### config.mk
export PLATFORM = sky130hd
export DESIGN_NAME = icache_ctrl
export DESIGN_NICKNAME = d
export VERILOG_FILES = /design/src/rtl/icache_ctrl.sv
export SDC_FILE = /design/constraint.sdc
export NUM_CORES = 2
export LEC_CHECK = 0
export CAP_MARGIN = 20
export CORE_ASPECT_RATIO = 1.5
export CORE_MARGIN = 2
export CORE_UTILIZATION = 35
export DETAILED_ROUTE_END_ITERATION = 6
export PLACE_DENSITY = 0.55
export SETUP_SLACK_MARGIN = 0.4
export SYNTH_ARGS = -nofsm -noshare
export SYNTH_HDL_FRONTEND = slang
export SYNTH_MEMORY_MAX_BITS = 65536
export SYNTH_SLANG_ARGS = --single-unit
### constraint.sdc
create_clock -name clk_i -period 8.1 [get_ports clk_i]
set_input_delay 0.81 -clock clk_i [delete_from_list [all_inputs] [get_ports clk_i]]
set_output_delay 0.81 -clock clk_i [all_outputs]
set_load 0.05 [all_outputs]
### src/rtl/icache_ctrl.sv
// Direct-mapped instruction cache controller: zero-latency hit path, single-line
// refill over a req/ack handshake while the PC is held via stall_o.
module icache_ctrl #(
   parameter int unsigned LINE_NUM = 32
) (
   input  logic         clk_i,
   input  logic         rst_i,
   input  logic         req_i,
   input  logic [31:0]  pc_i,
   input  logic         flush_i,
   output logic [31:0]  instr_o,
   output logic         stall_o,
   output logic         mem_req_o,
   output logic [31:0]  mem_addr_o,
   input  logic         mem_ack_i,
   input  logic [127:0] mem_data_i,
   output logic [31:0]  miss_cnt_o,
   output logic [31:0]  hit_cnt_o
);

   localparam int unsigned IDX_W = $clog2(LINE_NUM);
   localparam int unsigned TAG_W = 28 - IDX_W;

   typedef enum logic [1:0] {
      IDLE,
      MISS,
      REFILL
   } state_t;

   state_t state_q, state_d;

   logic [127:0]        data_q [LINE_NUM];
   logic [TAG_W-1:0]    tag_q  [LINE_NUM];
   logic [LINE_NUM-1:0] valid_q;
   logic [27:0]         line_q;
   logic [31:0]         hit_cnt_q, miss_cnt_q;

   logic [IDX_W-1:0] idx, fill_idx;
   logic [TAG_W-1:0] tag, fill_tag;
   logic [127:0]     line_sel;
   logic [31:0]      word_sel;
   logic             hit;
   logic             cnt_hit, cnt_miss, latch_line, fill;
   logic             unused_pc_bits;

   assign idx            = pc_i[4+IDX_W-1:4];
   assign tag            = pc_i[31:4+IDX_W];
   assign fill_idx       = line_q[IDX_W-1:0];
   assign fill_tag       = line_q[27:IDX_W];
   assign unused_pc_bits = ^pc_i[1:0];

   assign line_sel = data_q[idx];
   assign hit      = req_i && valid_q[idx] && (tag_q[idx] == tag);

   always_comb begin
      word_sel = line_sel[31:0];
      case (pc_i[3:2])
         2'd1:    word_sel = line_sel[63:32];
         2'd2:    word_sel = line_sel[95:64];
         2'd3:    word_sel = line_sel[127:96];
         default: word_sel = line_sel[31:0];
      endcase
   end

   always_comb begin
      state_d    = state_q;
      instr_o    = '0;
      stall_o    = 1'b0;
      mem_req_o  = 1'b0;
      mem_addr_o = '0;
      cnt_hit    = 1'b0;
      cnt_miss   = 1'b0;
      latch_line = 1'b0;
      fill       = 1'b0;
      case (state_q)
         IDLE: begin
            if (hit) begin
               instr_o = word_sel;
               cnt_hit = 1'b1;
            end else if (req_i) begin
               stall_o    = 1'b1;
               cnt_miss   = 1'b1;
               latch_line = 1'b1;
               state_d    = MISS;
            end
         end
         MISS: begin
            stall_o    = 1'b1;
            mem_req_o  = 1'b1;
            mem_addr_o = {line_q, 4'b0};
            if (mem_ack_i) begin
               fill    = 1'b1;
               state_d = REFILL;
            end
         end
         REFILL: begin
            stall_o = 1'b1;
            state_d = IDLE;
         end
         default: state_d = IDLE;
      endcase
   end

   // Flush is applied after the fill so a coincident flush leaves the line invalid.
   always_ff @(posedge clk_i or posedge rst_i) begin
      if (rst_i) begin
         state_q    <= IDLE;
         valid_q    <= '0;
         line_q     <= '0;
         hit_cnt_q  <= '0;
         miss_cnt_q <= '0;
      end else begin
         state_q <= state_d;
         if (latch_line) line_q <= pc_i[31:4];
         if (fill) valid_q[fill_idx] <= 1'b1;
         if (flush_i) valid_q <= '0;
         if (cnt_hit && (hit_cnt_q != '1)) hit_cnt_q <= hit_cnt_q + 32'd1;
         if (cnt_miss && (miss_cnt_q != '1)) miss_cnt_q <= miss_cnt_q + 32'd1;
      end
   end

   always_ff @(posedge clk_i) begin
      if (fill) begin
         data_q[fill_idx] <= mem_data_i;
         tag_q[fill_idx]  <= fill_tag;
      end
   end

   assign hit_cnt_o  = hit_cnt_q;
   assign miss_cnt_o = miss_cnt_q;

endmodule

==> results_dict.tcl <==
set metrics [dict create \
    routed_wl_um 531000 \
    yosysMostFrequentCell "edfxtp_1" \
    die_h_um 905 \
    finalHoldViolCount 0 \
    min_period_ps 6940 \
    cts_hold_buf 0 \
    yosysTopAreaCell "edfxtp_1" \
    max_cap_viol_count 0 \
    finalClockSkew_ps 87.5 \
    num_rows 331 \
    finalCritPeriodShare 0.856 \
    h-tree-depth 5 \
    power_leakage_nw 67.7 \
    grt_max_degree 159 \
    netlist_instances 7731 \
    start_util 0.351 \
    p_per_area_mw_per_mm2 257 \
    fin_cells 15900 \
    clk_pin_slew_ps 70 \
    clkPwrFrac 0.390 \
    worst-endpoint-arrival_ps 6130 \
    dr.pass1.iters 5 \
    min_path_type "input pin to asynchronous set/reset pin" \
    cts_buffers 448 \
    worst_setup_path_end_kind "output port" \
    drcViolationCount 0 \
    yosysTopAreaCellShare 0.766 \
    cp_slowest_cell "a2111oi_0" \
    clkLatencyLatePin_ps 1060 \
    ys_types 59 \
    grt.overflow.total 0 \
    seq_area_frac_synth 0.782 \
    cp.required_ps 7290 \
    worstSetupStartpointType "input pin" \
    antenna_left 0 \
    dp_hpwl_um 279000 \
    syn_area_sq_mm 0.189 \
    cts_sinks 4958 \
    peakVddDrop_mv 0.198 \
    cp_slowest_stage_delay_ps 840 \
    grt_pass1_vias 91200 \
    antenna_found_initial 80 \
    post_drt_wl_per_cell_um 33.3 \
    die_width_um 605 \
    grtUsageTotal 0.191 \
    avgSynthCellArea_sq_um 24.5 \
    outcome "finished clean" \
    power_frac_comb 0.080 \
    routed-via-count 87500 \
    swShare 0.230 \
    synth.area.top_cells "edfxtp_1 77%, mux4_2 18%, dfrtp_1 1.7%" \
    grt_pass1_wl_um 735000 \
    drive_gt1_frac 0.294 \
    relSlewSlack 0.179 \
    synth_flop_cell "edfxtp_1" \
    yosysWarnings 0 \
    clock.fmax_mhz 144 \
    ys_seq_elements 4958 \
    layout.nets 8519 \
    critical_path_class "input pin to output port" \
    synth-edff-count 4832 \
    seq_power_share 0.530 \
    cp_cell_sequence "buf_8, buf_4, buf_4, mux4_2, a221oi_1, nand3_1, xor2_1, a2111oi_0, nand4_1, buf_12, or3_4, nor2_1, buf_12" \
    viasPerCell 5.50 \
    clock_path_buffers 4 \
    switching_power_mw 12.9 \
    cts-root-buf "clkbuf_16" \
    ios 295 \
    cts-resized-gates 0 \
    yosys-top-cells-count "4832 x edfxtp_1, 1487 x mux4_2, 221 x clkbuf_1, 166 x nor2_1, 150 x mux2i_1" \
    drtIter0Drc 9470 \
    placed_cells 15000 \
    coreArea_sq_mm 0.540 \
    power.internal_mw 43.3 \
    portBuffers 288 \
    setup_viol 0 \
    die_area_sq_mm 0.547 \
    synthArstFlopShare 0.0254 \
    cts_tree "done" \
    syn2layout_area_growth_pct 15.6 \
    tightestPinTransition_ps 1230 \
    cts_setup_buffers 0 \
    gp_congestion 0.763 \
    cp_max_fo 80 \
    maxSlewViolCount 0 \
    rsz0062_at_grt "false" \
    finish.utilization 0.405 \
]
sequential cells by signal (all words and copies together), names as in the netlist:
register,count
data_q,4096
line_q,28
miss_cnt_o,32
hit_cnt_o,32
state_q,2
tag_q,736
valid_q,32
per-stage QoR:
step	total power, mW	setup TNS (ps)	setup WS, ps	hold slack, ps	instance area, sq um
after floorplan	32.6	-1740430	-534	461	189000
after global placement	34.6	0	997	472	203000
after detailed placement	34.8	0	1020	484	203000
after CTS	56.6	0	988	137	218000
after global routing	57.8	0	939	244	219000
final	56.2	0	1160	221	219000
final timing paths:
path	depth (start not counted)	from	to	slack, ps
worst max-delay path	13	pc_i[6]	instr_o[10]	1160
worst max register to register	12	tag_q[26][16]	miss_cnt_o[1]	3200
worst min register to register	1	miss_cnt_o[23]	miss_cnt_o[23]	490
max in group asynchronous	3	rst_i	line_q[10]	6520
min in group clk_i	1	mem_data_i[29]	data_q[14][29]	420
worst min-delay path	2	rst_i	hit_cnt_o[29]	220
cells in the final DEF, fill, tap and decap left out, types with 32 or more instances in the layout:
| cell type | netlist | layout |
|---|---|---|
| clkinv_2 | 0 | 86 |
| clkinv_1 | 1 | 105 |
| nor2_1 | 166 | 134 |
| mux2_2 | 38 | 38 |
| clkbuf_16 | 0 | 457 |
| and2_1 | 32 | 32 |
| mux2i_1 | 150 | 149 |
| clkdlybuf4s50_1 | 0 | 248 |
| buf_4 | 16 | 169 |
| nor2_4 | 0 | 32 |
| clkbuf_1 | 221 | 71 |
| mux4_2 | 1487 | 1487 |
| nand2_1 | 73 | 73 |
| buf_12 | 1 | 118 |
| dfrtp_1 | 126 | 126 |
| edfxtp_1 | 4832 | 4832 |
| bufinv_16 | 0 | 61 |
| a22oi_1 | 50 | 50 |
| nand3_1 | 48 | 48 |
| xor2_1 | 66 | 66 |
power by group through the flow:
stage	sequential [mW]	combinational, mW	clock (mW)
after floorplan	30.5	2.15	0
after global placement	30.6	4.00	0
after detailed placement	30.6	4.11	0
after CTS	30.1	4.12	22.3
after global routing	29.8	4.76	23.2
final	29.8	4.52	21.9
layout make-up:
| cell class | count | area [sq um] |
|---|---|---|
| Multi-Input combinational cell | 2354 | 39700 |
| Timing Repair Buffer | 569 | 6900 |
| Inverter | 18 | 80.1 |
| Clock buffer | 535 | 11800 |
| Sequential cell | 4958 | 148000 |
| Antenna cell | 21 | 52.6 |
| Clock inverter | 303 | 3270 |
| Tap cell | 7159 | 8960 |
| Fill cell | 46700 | 321000 |
cell families (layout without fill, tap and decap cells):
logic type,count (synthesis),after routing,share of synthesized area
xor gates and xnor gates,83,83,0.00384
DFF,4958,4958,0.782
AOI/OAI and AO/OA,124,124,0.00478
buffers and inverters,422,1425,0.00945
other,1,25,0.0000198
muxes,1675,1675,0.187
and+or+nand+nor,463,463,0.0122
adders and majority gates,5,5,0.000330
layer usage:
layer	global-route usage	wire length, um	vias up
li1	-	-	34600
met1	0.248	210000	49100
met2	0.336	275000	3039
met3	0.0256	29200	793
met4	0.0546	16500	28
met5	0	203	-
worst max-delay path, delay by kind of cell:
family | cells | cell delay (ps)
simple gates | 4 | 1520
mux | 1 | 340
compound gates | 2 | 1310
buf+inv | 5 | 1680
xor+xnor | 1 | 180
Power figures use the tool's default switching activity.
